[src/rtl/lsu_pkg.sv]
// Shared definitions for the load/store unit: funct3 encodings, FSM state
// type and the access-size decoder.
package lsu_pkg;

  localparam logic [2:0] F3_B  = 3'b000;
  localparam logic [2:0] F3_H  = 3'b001;
  localparam logic [2:0] F3_W  = 3'b010;
  localparam logic [2:0] F3_D  = 3'b011;
  localparam logic [2:0] F3_BU = 3'b100;
  localparam logic [2:0] F3_HU = 3'b101;
  localparam logic [2:0] F3_WU = 3'b110;

  typedef enum logic [2:0] {
    S_IDLE,
    S_RD_REQ,
    S_RD_CAP,
    S_WR,
    S_RESP
  } lsu_state_e;

  typedef struct packed {
    logic [3:0] n;
    logic       legal;
  } lsu_size_t;

  // funct3 -> access size in bytes; 111 is the only illegal encoding
  function automatic lsu_size_t size_decode(input logic [2:0] f3);
    lsu_size_t s;
    s.legal = 1'b1;
    case (f3)
      F3_B, F3_BU: s.n = 4'd1;
      F3_H, F3_HU: s.n = 4'd2;
      F3_W, F3_WU: s.n = 4'd4;
      F3_D:        s.n = 4'd8;
      default: begin
        s.n     = 4'd8;
        s.legal = 1'b0;
      end
    endcase
    return s;
  endfunction

endpackage

[src/rtl/lsu_byte_lane.sv]
// Byte-lane datapath: extracts a load value with sign/zero extension and
// merges store bytes into a captured 8-byte word.
module lsu_byte_lane (
  input  logic [63:0] word,
  input  logic [63:0] wdata,
  input  logic [2:0]  off,
  input  logic [3:0]  n,
  input  logic        sign_ext,
  output logic [63:0] load_val,
  output logic [63:0] merged
);

  logic [5:0]  sh;
  logic [63:0] shifted;
  logic [63:0] mask;

  // extract bytes off..off+n-1 and extend, then splice wdata into the word
  always_comb begin
    sh      = {off, 3'b000};
    shifted = word >> sh;
    case (n)
      4'd1: begin
        mask     = 64'h0000_0000_0000_00FF;
        load_val = sign_ext ? {{56{shifted[7]}}, shifted[7:0]} : {56'b0, shifted[7:0]};
      end
      4'd2: begin
        mask     = 64'h0000_0000_0000_FFFF;
        load_val = sign_ext ? {{48{shifted[15]}}, shifted[15:0]} : {48'b0, shifted[15:0]};
      end
      4'd4: begin
        mask     = 64'h0000_0000_FFFF_FFFF;
        load_val = sign_ext ? {{32{shifted[31]}}, shifted[31:0]} : {32'b0, shifted[31:0]};
      end
      default: begin
        mask     = '1;
        load_val = shifted;
      end
    endcase
    merged = (word & ~(mask << sh)) | ((wdata & mask) << sh);
  end

endmodule

[src/rtl/load_store_unit.sv]
// Load/store unit with an 8-byte memory window and read-modify-write for
// sub-doubleword stores. Optional misalignment trap: LSU_MISALIGN_TRAP_EN.
module load_store_unit
  import lsu_pkg::*;
#(
  parameter int unsigned MEM_BYTES = 64
) (
  input  logic        clk,
  input  logic        reset,
  input  logic        req_valid,
  output logic        req_ready,
  input  logic        req_store,
  input  logic [2:0]  req_funct3,
  input  logic [63:0] req_addr,
  input  logic [63:0] req_wdata,
  output logic        resp_valid,
  output logic [63:0] resp_rdata,
  output logic        resp_fault,
  output logic [63:0] Mem_Addr,
  output logic [63:0] Write_Data,
  output logic        MemWrite,
  output logic        MemRead,
  input  logic [63:0] Read_Data
);

  localparam logic [63:0] MEM_SZ = 64'(MEM_BYTES);

  lsu_state_e  state_q, state_d;
  logic        store_q;
  logic [2:0]  f3_q;
  logic [63:0] addr_q, wdata_q;

  logic        cur_store;
  logic [2:0]  cur_f3;
  logic [63:0] cur_addr, cur_wdata;
  lsu_size_t   sz;
  logic [63:0] n64, base;
  logic [2:0]  off;
  logic        fault;
  logic [63:0] load_val, merged;

  logic        rd_d, wr_d, resp_d, fault_d;
  logic [63:0] addr_d, wdata_d, rdata_d;

  lsu_byte_lane u_lane (
    .word     (Read_Data),
    .wdata    (cur_wdata),
    .off      (off),
    .n        (sz.n),
    .sign_ext (~cur_f3[2]),
    .load_val (load_val),
    .merged   (merged)
  );

  // Outputs are registered, so they are computed from the next state; in IDLE
  // the request fields are used directly because they are not latched yet.
  always_comb begin
    cur_store = (state_q == S_IDLE) ? req_store  : store_q;
    cur_f3    = (state_q == S_IDLE) ? req_funct3 : f3_q;
    cur_addr  = (state_q == S_IDLE) ? req_addr   : addr_q;
    cur_wdata = (state_q == S_IDLE) ? req_wdata  : wdata_q;
    sz        = size_decode(cur_f3);
    n64       = 64'(sz.n);
    base      = (cur_addr > MEM_SZ - 64'd8) ? MEM_SZ - 64'd8 : cur_addr;
    off       = 3'(cur_addr - base);
    fault     = !sz.legal || (cur_store && cur_f3[2]) || (cur_addr > MEM_SZ - n64);
`ifdef LSU_MISALIGN_TRAP_EN
    fault     = fault || ((cur_addr & (n64 - 64'd1)) != '0);
`endif
  end

  // next-state and next-output decode
  always_comb begin
    state_d = state_q;
    case (state_q)
      S_IDLE: begin
        if (req_valid) begin
          if (fault)                          state_d = S_RESP;
          else if (req_store && sz.n == 4'd8) state_d = S_WR;
          else                                state_d = S_RD_REQ;
        end
      end
      S_RD_REQ: state_d = S_RD_CAP;
      S_RD_CAP: state_d = store_q ? S_WR : S_RESP;
      S_WR:     state_d = S_RESP;
      S_RESP:   state_d = S_IDLE;
      default:  state_d = S_IDLE;
    endcase

    rd_d    = (state_d == S_RD_REQ) || (state_d == S_RD_CAP);
    wr_d    = (state_d == S_WR);
    resp_d  = (state_d == S_RESP);
    fault_d = (state_q == S_IDLE) && (state_d == S_RESP);
    addr_d  = (rd_d || wr_d) ? base : '0;
    wdata_d = '0;
    if (wr_d) wdata_d = (sz.n == 4'd8) ? cur_wdata : merged;
    rdata_d = '0;
    if (state_q == S_RD_CAP && !store_q) rdata_d = load_val;
  end

  // state register
  always_ff @(posedge clk) begin
    if (reset) state_q <= S_IDLE;
    else       state_q <= state_d;
  end

  // request latch on accept
  always_ff @(posedge clk) begin
    if (reset) begin
      store_q <= 1'b0;
      f3_q    <= '0;
      addr_q  <= '0;
      wdata_q <= '0;
    end else if (state_q == S_IDLE && req_valid) begin
      store_q <= req_store;
      f3_q    <= req_funct3;
      addr_q  <= req_addr;
      wdata_q <= req_wdata;
    end
  end

  // registered outputs
  always_ff @(posedge clk) begin
    if (reset) begin
      req_ready  <= 1'b1;
      resp_valid <= 1'b0;
      resp_fault <= 1'b0;
      resp_rdata <= '0;
      MemRead    <= 1'b0;
      MemWrite   <= 1'b0;
      Mem_Addr   <= '0;
      Write_Data <= '0;
    end else begin
      req_ready  <= (state_d == S_IDLE);
      resp_valid <= resp_d;
      resp_fault <= fault_d;
      resp_rdata <= rdata_d;
      MemRead    <= rd_d;
      MemWrite   <= wr_d;
      Mem_Addr   <= addr_d;
      Write_Data <= wdata_d;
    end
  end

endmodule

[config.mk]
export PLATFORM = sky130hd
export DESIGN_NAME = load_store_unit
export DESIGN_NICKNAME = d
export VERILOG_FILES = /design/src/rtl/lsu_pkg.sv /design/src/rtl/lsu_byte_lane.sv /design/src/rtl/load_store_unit.sv
export SDC_FILE = /design/constraint.sdc
export NUM_CORES = 1
export LEC_CHECK = 0
export CORE_MARGIN = 4
export CORE_UTILIZATION = 53
export CTS_CLUSTER_DIAMETER = 60
export DETAILED_ROUTE_END_ITERATION = 8
export PLACE_DENSITY = 0.86
export REMOVE_ABC_BUFFERS = 1
export SYNTH_ARGS = -nofsm -noshare
export SYNTH_HDL_FRONTEND = slang
export SYNTH_SLANG_ARGS = --single-unit
export TNS_END_PERCENT = 5
[constraint.sdc]
create_clock -name clk -period 7.8 [get_ports clk]
set_input_delay 1.56 -clock clk [delete_from_list [all_inputs] [get_ports clk]]
set_output_delay 1.56 -clock clk [all_outputs]
set_load 0.02 [all_outputs]
* Word level (Yosys, flattened, before mapping)
Index checks and enable logic that the tools add are counted. W data, S select, Z words.
Cells by class: bitwise gates (word level) 7, eq/ne operators 17, reduce and logical (&&, ||, !) cells 21, $lt $le $gt $ge 2, divide/modulo/power cells 0, shift-type cells 3, mux-type cells 18, multipliers 0, $add $sub $neg 2
Operator list (number):
- $mux W64 | 7
- $pmux W64 S3 | 2
- $and A64 B64 Y64 | 2
- $shl A64 B6 Y64 | 2
- $gt A64 B6 Y1 const B | 1
- $gt A64 B64 Y1 | 1
- $not A64 Y64 | 1
- $or A64 B64 Y64 | 1
- $shr A64 B6 Y64 | 1
- $eq A3 B2 Y1 const B | 6
- $eq A3 B3 Y1 const B | 4
- $mux W3 | 4
- $pmux W3 S4 | 1
- $pmux W4 S3 | 1
- $reduce_or A2 Y1 | 6
- $eq A3 B1 Y1 const B | 3
- $logic_not A3 Y1 | 3
- $sub A7 B4 Y8 const A | 1
- $reduce_or A7 Y1 | 1
- $logic_and A1 B1 Y1 | 5
- $eq A4 B1 Y1 const B | 1
- $eq A4 B2 Y1 const B | 1
- $eq A4 B3 Y1 const B | 1
- $eq A4 B4 Y1 const B | 1
- 6 further kinds | 13
Storage, ports and cells: RAM bits 0, memories kept 0, flip-flop bits (word level) 332, ROM bits 0, output and inout bits 197, logic and storage cells 83, input bits 199, latch bits 0

* Logic depth before layout (Yosys ltp)
Gate-level depths: netlist (run 1).
depth in word-level cells 16, depth in mapped cells 25, mapped depth without buffers 16

* Cells and area by module
From an unflattened synthesis (run 1), not the netlist that was laid out.
Unflattened totals: cells, all modules 2046, area total of the unflattened synthesis 17036.3 µm²
By module, submodules not included:
- load_store_unit | times used 1, sequential area each 6646.4 µm², area an instance 11875.1 µm², cells each 1337
- lsu_byte_lane | times used 1, sequential area each 0.0 µm², area an instance 5161.2 µm², cells each 709

* Worst setup path before layout (run 1)
OpenSTA, ideal clock, no wires.
path kind input-to-reg, start point in req_addr[34], end point reg resp_rdata[20], data arrival time 5494 ps, path slack 2169 ps, cell stages on the path 20, required time 7663 ps, library setup time 137 ps, path buffers 4, cells stage by stage or4_1 > nor3_1 > nand4_1 > a22oi_4 > nand2_1 > clkbuf_1 > nand2_1 > ha_1 > clkbuf_1 > nor2_1 > xnor2_1 > a21oi_1 > buf_1 > o21bai_1 > o21ai_0 > a22oi_1 > a21oi_1 > o21ai_1 > clkbuf_1 > nand3_1
Between the ends: cells in the longest elaborated chain, start to end 7, elaborated cells between the ends (all ways) 9
Ends and longest elaborated chain:
- start, declared | line load_store_unit.sv:14 | input logic [63:0] req_addr,
- $mux W64 * | line load_store_unit.sv:60 | cur_addr = (state_q == S_IDLE) ? req_addr : addr_q;
- $gt A64 B6 Y1 * | line load_store_unit.sv:64 | base = (cur_addr > MEM_SZ - 64'd8) ? MEM_SZ - 64'd8 : cur_addr;
- $mux W64 * | line load_store_unit.sv:64
- $sub A3 B3 Y3 * | line load_store_unit.sv:65 | off = 3'(cur_addr - base);
- $shr A64 B6 Y64 * | line lsu_byte_lane.sv:20 | shifted = word >> sh;
- $mux W64, on equally long branches | line lsu_byte_lane.sv:32, lsu_byte_lane.sv:24, lsu_byte_lane.sv:28
- $pmux W64 S3 * | line lsu_byte_lane.sv:21 | case (n)
- end signal, assigned | line load_store_unit.sv:137 | resp_rdata <= rdata_d;
- end, declared | line load_store_unit.sv:17 | output logic [63:0] resp_rdata,
Every way passes the cells marked *; elsewhere a longest branch is shown, timed or not. A chain may end at the register's enable or synchronous reset.

* Worst setup path in the final report (run 1)
start point in req_addr[34], end point reg Write_Data[51]
Between the ends: cells in the longest elaborated chain, start to end 9, elaborated cells between the ends (all ways) 18
Ends and longest elaborated chain:
- $mux W64 * | line load_store_unit.sv:60
- $gt A64 B6 Y1 or $gt A64 B64 Y1 (tied branches) | line load_store_unit.sv:64, load_store_unit.sv:66
- $mux W64 or $logic_or A1 B1 Y1 (tied branches) | line load_store_unit.sv:64, load_store_unit.sv:66
- $sub A3 B3 Y3 or $mux W3 (tied branches) | line load_store_unit.sv:65, load_store_unit.sv:78
- $shl A64 B6 Y64 or $mux W3 (tied branches) | line lsu_byte_lane.sv:39, load_store_unit.sv:77
- $not A64 Y64 or $pmux W3 S4 (tied branches) | line lsu_byte_lane.sv:39, load_store_unit.sv:75
- $and A64 B64 Y64 or $eq A3 B2 Y1 (tied branches) | line lsu_byte_lane.sv:39, load_store_unit.sv:91
- $or A64 B64 Y64 or $not A1 Y1 (tied branches)
- $mux W64 or $reduce_or A2 Y1 (tied branches)
- end signal, assigned | line load_store_unit.sv:141 | Write_Data <= wdata_d;
- end, declared | line load_store_unit.sv:20 | output logic [63:0] Write_Data,
Marked as above.

==> results of run 1 <==
==> per-stage QoR <==
step / instances / hold slack [ns] / power, mW
floorplan: 1758 / 0.425 / 2.31
global placement: 2557 / 0.439 / 2.63
detailed placement: 2557 / 0.446 / 2.64
CTS: 2623 / 0.453 / 4.42
global route: 2623 / 0.472 / 4.58
finish: 2623 / 0.452 / 4.44
==> cells by family (layout without fill, tap and decap cells) <==
logic type      count (synthesis)  after routing
compound gates                503            503
xor+xnor                        1              1
mux                           124            124
buf+inv                       169            504
simple gates                  714            714
fa+ha+maj                       6              6
other cells                     2             61
flops                         332            332
==> metal layers <==
layer | vias to the layer above | share of wire, % | track usage [%]
li1 | 7256 | - | -
met1 | 7383 | 35 | 40.5
met2 | 1104 | 47 | 56.1
met3 | 227 | 13 | 9.25
met4 | 2 | 5.7 | 17.0
met5 | - | 0.018 | 0
==> power groups by stage <==
| stage | Sequential (mW) | Combinational, mW | Clock [mW] |
|---|---|---|---|
| after detailed placement | 1.82 | 0.824 | 0 |
| after CTS | 1.78 | 0.830 | 1.81 |
| final | 1.78 | 0.854 | 1.80 |
| after floorplan | 1.84 | 0.478 | 0 |
| after global placement | 1.82 | 0.813 | 0 |
| after global routing | 1.79 | 0.908 | 1.88 |
==> worst max-delay path by stage <==
stage | to | slack, ns
after floorplan | Write_Data[48] | -7.43
after global placement | Write_Data[53] | 1.05
after detailed placement | Write_Data[51] | 0.85
after CTS | Write_Data[51] | 1.39
after global routing | Write_Data[51] | 1.06
final | Write_Data[51] | 1.27
==> sequential cells by signal (all words and copies together) (netlist names) <==
signal / cells
wdata_q: 64
MemRead: 1
addr_q: 64
state_q: 3
MemWrite: 1
resp_valid: 1
Mem_Addr: 64
resp_rdata: 64
store_q: 1
Write_Data: 64
f3_q: 3
resp_fault: 1
req_ready: 1
==> critical path, stage by stage <==
cell,delay (ns)
clkdlybuf4s50_1,0.45
or4_1,0.53
nor3_1,0.15
nand4_1,0.24
a22oi_4,0.42
nand2_1,0.12
nand2_1,0.14
ha_4,0.29
nor2_1,0.09
xnor2_1,0.16
a21oi_4,0.75
o21ai_4,0.16
nand2_1,0.49
nor2_2,0.34
a2111oi_4,0.78
a221o_1,0.29
==> cells in the mapped netlist, drive strengths merged (29+ instances only) <==
library cell  instances
nand2               509
dfxtp               332
a21oi               226
clkbuf               96
mux2i                94
o21ai                62
buf                  56
nor2                 48
nand3                36
nor4                 35
a211oi               29
a31oi                29
==> layout make-up <==
type	count	area, um2
fillers	2101	7260
clock inverters	14	194
multi-input cells	1409	8160
well taps	378	473
clock buffers	52	1070
repair buffers	421	4150
inverters	17	63.8
flip-flops and latches	332	6650
==> summary.md, run 1 <==
The worst hold path begins at addr_q[18]. The detail-routed net length per standard cell was 21.5 um. Based on the critical path, the design can be clocked at up to 153 MHz.

The cell area that synthesis handed to floorplanning was 0.0152 mm2. VDD sags by at most 255 uV. The depth of the worst hold-timing path was 2.

The library cell used most frequently in the layout, excluding fill and tap cells, is nand2_1. The total grt overflow is 0. The first global-routing pass estimated 84.6 mm of wire.

Of all flip-flops after synthesis, the portion carrying an async set or reset was 0%. The netlist uses 77 different library cells. The share of layout cells above drive strength 1 works out to 6.86%. The area growth from synthesis to layout is 36.5%. The logs give 1 for the initial antenna violation count and 2051 for the first-iteration detailed-routing DRC count.

The combined global-route utilization of all metal layers is 33.9%, and the number of global-route vias before repair is 15144. For the pin with the worst max-slew slack, the measured transition is 1.25 ns. The clock network accounts for 40.6% of the total power. In this run the worst path has a maximum fanout of 30. For the post-route antenna net violation count, the log shows 0.

The analysis attributes to cell leakage a power of 8.19 nW. Post-CTS timing repair inserted 0 buffers for setup. The post-route clock skew was 0.0219 ns; the post-synthesis simple-gate area fraction was 20.2%. The HPWL after detailed placement came out at 39.7 mm. The final core utilization is 74.1%, and the number of cells produced by synthesis is 1851. Once the floorplan was initialized, standard cells occupied 54.3% of the core. The sequential share of the synthesized area was 43.7%; the synthesized area per cell was 8.22 um2. The library cells used most frequently in the layout, excluding fill and tap cells, are 507 x nand2_1, 394 x clkdlybuf4s50_1, 332 x dfxtp_1.

For the pin count of the biggest net entering global routing, the log shows 97. Worst relative slew slack: 16.3%. After synthesis the netlist holds a flip-flop and latch count of 332. The worst register-to-register path ends at Write_Data[51]. The run gives 0 as the number of pins with negative max-slew slack in the final report. Among all flip-flop cells after synthesis, the most frequent one is dfxtp_1. For the fraction of power consumed by sequential logic, the log shows 40.2%. Switching power total: 1.26 mW. Of the post-synthesis cell area, the part taken by muxes is 9.30%. The total detailed-routing wirelength was 56.5 mm.

In this run the power density over the cells is 214 mW/mm2. Startpoint of the worst setup timing path: req_addr[34]. STA puts the critical path data required time at 8.26 ns. The clock buffer count from CTS was 36.

In this run, the combinational gates consume 19.2% of the power. No sink is reached through more buffers than the 3 on the longest clock path. After clock tree synthesis, the flow added hold-fix buffers numbering 0. By area, the combinational part of the netlist is dominated by compound AO/OA/AOI/OAI gates.

After clock tree synthesis, the clock-pin slew on the worst setup and hold paths is 0.06 ns. After the last flow step, the layout net total stands at 2422. Across all layers, the routed design uses 15972 vias. For this run, design rule violations remaining after detail routing come to 0.

Input and output buffers added on the ports amount to 395. The repair_antennas step left the layout with diodes totalling 0. The fraction of the mapped netlist area in compound gates came out at 21.4%.

The routability-driven placement congestion ratio came out at 0.955. The nature of the critical path endpoint was a register. The number of hold-slack violations in the final timing report came out at 0. The logs give 1.85 ns for the register-to-register path setup slack and 2 for the level count of the clock H-tree. TritonCTS built the clock tree. At the placement stage, the worst setup path has a slack of 0.848 ns. For this run, the detailed router's first-pass iteration total came to 6.

The share of total power consumed by net switching is 28.4%. The finished cells cover 0.0208 mm2. The cell type contributing the most total cell area after synthesis is dfxtp_1.

CTS placed an instance of clkbuf_16 at the clock tree root. After synthesis, the cell types taking the most area are dfxtp_1 44%, nand2_1 13%, a21oi_1 7.3%. The run gives 0.53 ns as the clock latency of the later-clocked register in the worst-skew pair. The sink count of the clock tree was 332.

The die is 177 um tall. The floorplan step set the die width to 177 um. In this run the worst hold path is classified as register to register.

The synthesized design devotes to its leading area cell type 43.7% of total area. The minimum clock period after layout was 6.53 ns. The placed instances occupy a cell area of 0.0195 mm2. The area of the placeable core was 0.0280 mm2; the setup slack of the critical path after layout was 1.27 ns.

Max-cap violations in this run came to 0. The kind of critical path was primary input to register. The total of endpoints with negative setup slack in the final report came out at 0. During synthesis, Yosys emitted a total of 0 warnings. The portion of the clock cycle consumed by the worst path in the final layout is 83.8%, and the synthesized-area fraction occupied by xor and xnor cells is 0.0576%. The setup TNS is 0 ns.

The worst hold path terminates at addr_q[18]. The run gives 61 as the number of placement rows. The worst register-to-register path begins at state_q[2]. The flow ran to the end, and the final reports show no timing, DRC or antenna violations. Data on the critical path arrives at its endpoint at 6.99 ns.

The worst setup path is launched from a primary input. Setup repair after global routing left no endpoint under its margin. After detailed routing, the number of vias per cell comes to 6.09. Cell internal power was estimated by the tool at 3.18 mW. The synthesized design contains 0 enable-type register cells. The number of cells traversed by the worst register-to-register path was 16; the number of ports placed on the die boundary was 396.

Of the total synthesized cell area, the portion taken by full adders, half adders and majority gates is 0.494%. The post-cts resize count came out at 0. The floorplan die area is 0.0315 mm2.
Note: power is estimated with default switching activity, not from simulation.
==> run 2, diff against run 1 <==
CORE_UTILIZATION = 49   (was 53)
PLACE_DENSITY = 0.8   (was 0.86)
clock period = 6.17 ns   (was 7.8 ns; I/O delays follow)
==> summary.md, run 2 (synthesis gave the netlist of run 1 again) <==
The data arrival time of the critical path was 5.72 ns (-1.27 ns). The detail-routed net length per standard cell is 21.6 um (+0.13%). CTS placed an instance of clkbuf_16 at the clock tree root.

The level count of the clock H-tree came out at 2 (unchanged). The share of layout cells above drive strength 1 was 7.84% (+0.98 points). Post-route antenna net violation count: 0 (unchanged).

The residual DRC count came out at 0 (unchanged). The count of vias placed by the detailed router was 15733 (-1.5%). The most frequent standard cell in the layout excluding fill and tap cells is nand2_1.

STA classifies the critical path endpoint as a register. The synthesis-to-layout area growth works out to 37.7%. The min-delay analysis places its worst path in the category register to register.

For the number of ports placed on the die boundary, the log shows 396 (unchanged). The run gives 7 (+1) as the first-pass detailed-route iteration total. TritonCTS built the clock tree. The total of endpoints with negative setup slack in the final report was 0 (unchanged); the leakage power figure was 8.29 nW (+1.2%). The logs give 0.52 ns (about the same) for the clock latency of the later-clocked register in the worst-skew pair and 2599 (+1.6%) for the placed cell count.

The areal power density over the cells is 265 mW/mm2 (+24%), and the number of buffers inserted to repair setup after CTS is 0 (unchanged). Traced cell by cell, the critical path runs through clkdlybuf4s50_1 > or4_1 > nor3_1 > nand4_1 > a22oi_4 > nand2_1 > nand2_1 > ha_4 > nor3_1 > nor3_1 > a21oi_4 > buf_4 > a21oi_4 > buf_4 > nand4_1 > o221ai_1 > a32o_1. The tools report the non-filler instance count after layout as 2667 (+1.7%). For the number of pins with negative max-slew slack in the final report, the log shows 0 (unchanged). The delay of the slowest cell on the worst path works out to 0.56 ns (-0.22 ns). The run gives 332 (unchanged) as the sink count of the clock tree.

Kind of critical path: primary input to register. The initial antenna violation count was 4 (+3). The total detailed-routing wirelength is 57.5 mm (+1.8%), and the clock buffer count from CTS is 37 (+2.8%). The floorplan die area was 0.0339 mm2 (+7.8%). The logs give 0.945 (-0.97%) for the routability-driven placement congestion ratio and 190 MHz for the maximum clock frequency. The number of global-route vias before repair was 15050 (-0.62%); the minimum clock period after layout was 5.25 ns. The count of buffers from port buffering is 395 (unchanged), and the x dimension of the die is 184 um (+3.8%). The startpoint class of the critical path is a primary input. The run gives 6.63 ns (-1.63 ns) as the required time of the worst setup path. The number of hold-repair buffers added at the cts stage is 0 (unchanged), and the highest fanout seen on the critical path is 19 (-37%). The area of all placed cells without fillers was 0.0209 mm2 (+0.92%); the post-cts resize count was 0 (unchanged). Total grt overflow: 0 (unchanged).

Number of placement rows: 64 (+4.9%). The area of the placeable core came out at 0.0306 mm2 (+9.2%). The first-pass GRT wire length came out at 86.2 mm (+1.9%). Standard cell area after detailed placement: 0.0197 mm2 (+1.2%). HPWL after detailed placement: 41.0 mm (+3.4%). The post-route clock skew was 0.0128 ns (-0.00909 ns); the transition time at the pin with the least slew margin was 1.11 ns (-0.148 ns). By instance count, the cell type seen most on the critical path is nor3_1. The initial core utilization was 49.7% (-4.6 points). After layout, the worst path uses 85.1% of the clock period.

The slowest stage of the critical path belongs to the cell or4_1. Buffer levels on the longest clock path: 3 (unchanged). For the worst IR drop on VDD, the log shows 231 uV (-9.5%). The pin count of the biggest net entering global routing is 100 (+3.1%), and the number of nets in the final layout is 2447 (+1.0%).

The clock-pin slew on the worst setup and hold paths works out to 0.06 ns (about the same). The count of maximum capacitance violations is 0 (unchanged), and the overall die height is 184 um (+3.8%). For the first-iteration detailed-routing DRC count, the log shows 1797 (-12%).

Setup repair after global routing left no endpoint under its margin. The run finished with clean final reports. In the layout the commonest cells are 507 x nand2_1, 394 x clkdlybuf4s50_1, 332 x dfxtp_1. The number of hold-slack violations in the final timing report is 0 (unchanged), and the combined global-route utilization of all metal layers is 32.2% (-1.7 points). The tools report the worst relative slew slack as 26.3% (+10 points). The routed via count divided by cell count was 5.90 (-3.1%).
run 2: through the flow:
stage,power [mW],hold WS (ns),TNS [ns],util (%),worst slack [ns]
finish,5.56,0.453,0,68.5,0.918
global route,5.76,0.472,0,68.5,0.638
CTS,5.56,0.454,0,68.5,0.962
detailed placement,3.38,0.446,0,64.5,0.458
global placement,3.36,0.439,0,64.5,0.599
floorplan,2.92,0.425,-2020.43,-,-9.06
run 2: final timing paths:
kind,from,end,slack [ns],depth (start not counted)
min,wdata_q[51],wdata_q[51],0.45,2
max,req_addr[34],Write_Data[48],0.92,17
min reg2reg,wdata_q[51],wdata_q[51],0.45,2
max reg2reg,state_q[2],Write_Data[48],1.23,16
run 2: final cells by class:
type                    count  area (um2)
diodes                      1        2.50
multi-input cells        1409        8160
inverters                  17        63.8
clock inverters            13         140
flip-flops and latches    332        6650
clock buffers              54        1080
well taps                 396         495
fillers                  2475        9650
repair buffers            445        4350
run 2: routing by layer:
metal / track usage, % / routed length (um) / up-vias
met1: 39.6 / 21600 / 7272
met3: 8.94 / 6460 / 167
met4: 12.5 / 2230 / 4
li1: - / - / 7299
met5: 0 / 26 / -
met2: 53.7 / 27200 / 991
run 2: where the power goes:
group	leakage [nW]	internal [mW]	switching, mW
clock network	0.601	1.31	0.894
logic	4.97	0.432	0.672
registers	2.72	2.22	0.0351
total	8.29	3.96	1.60
run 2: worst max-delay path, delay by kind of cell:
family,cells,cell delay (ns)
buf+inv,3,1.01
compound gates,5,1.32
simple gates,8,1.97
fa+ha+maj,1,0.16
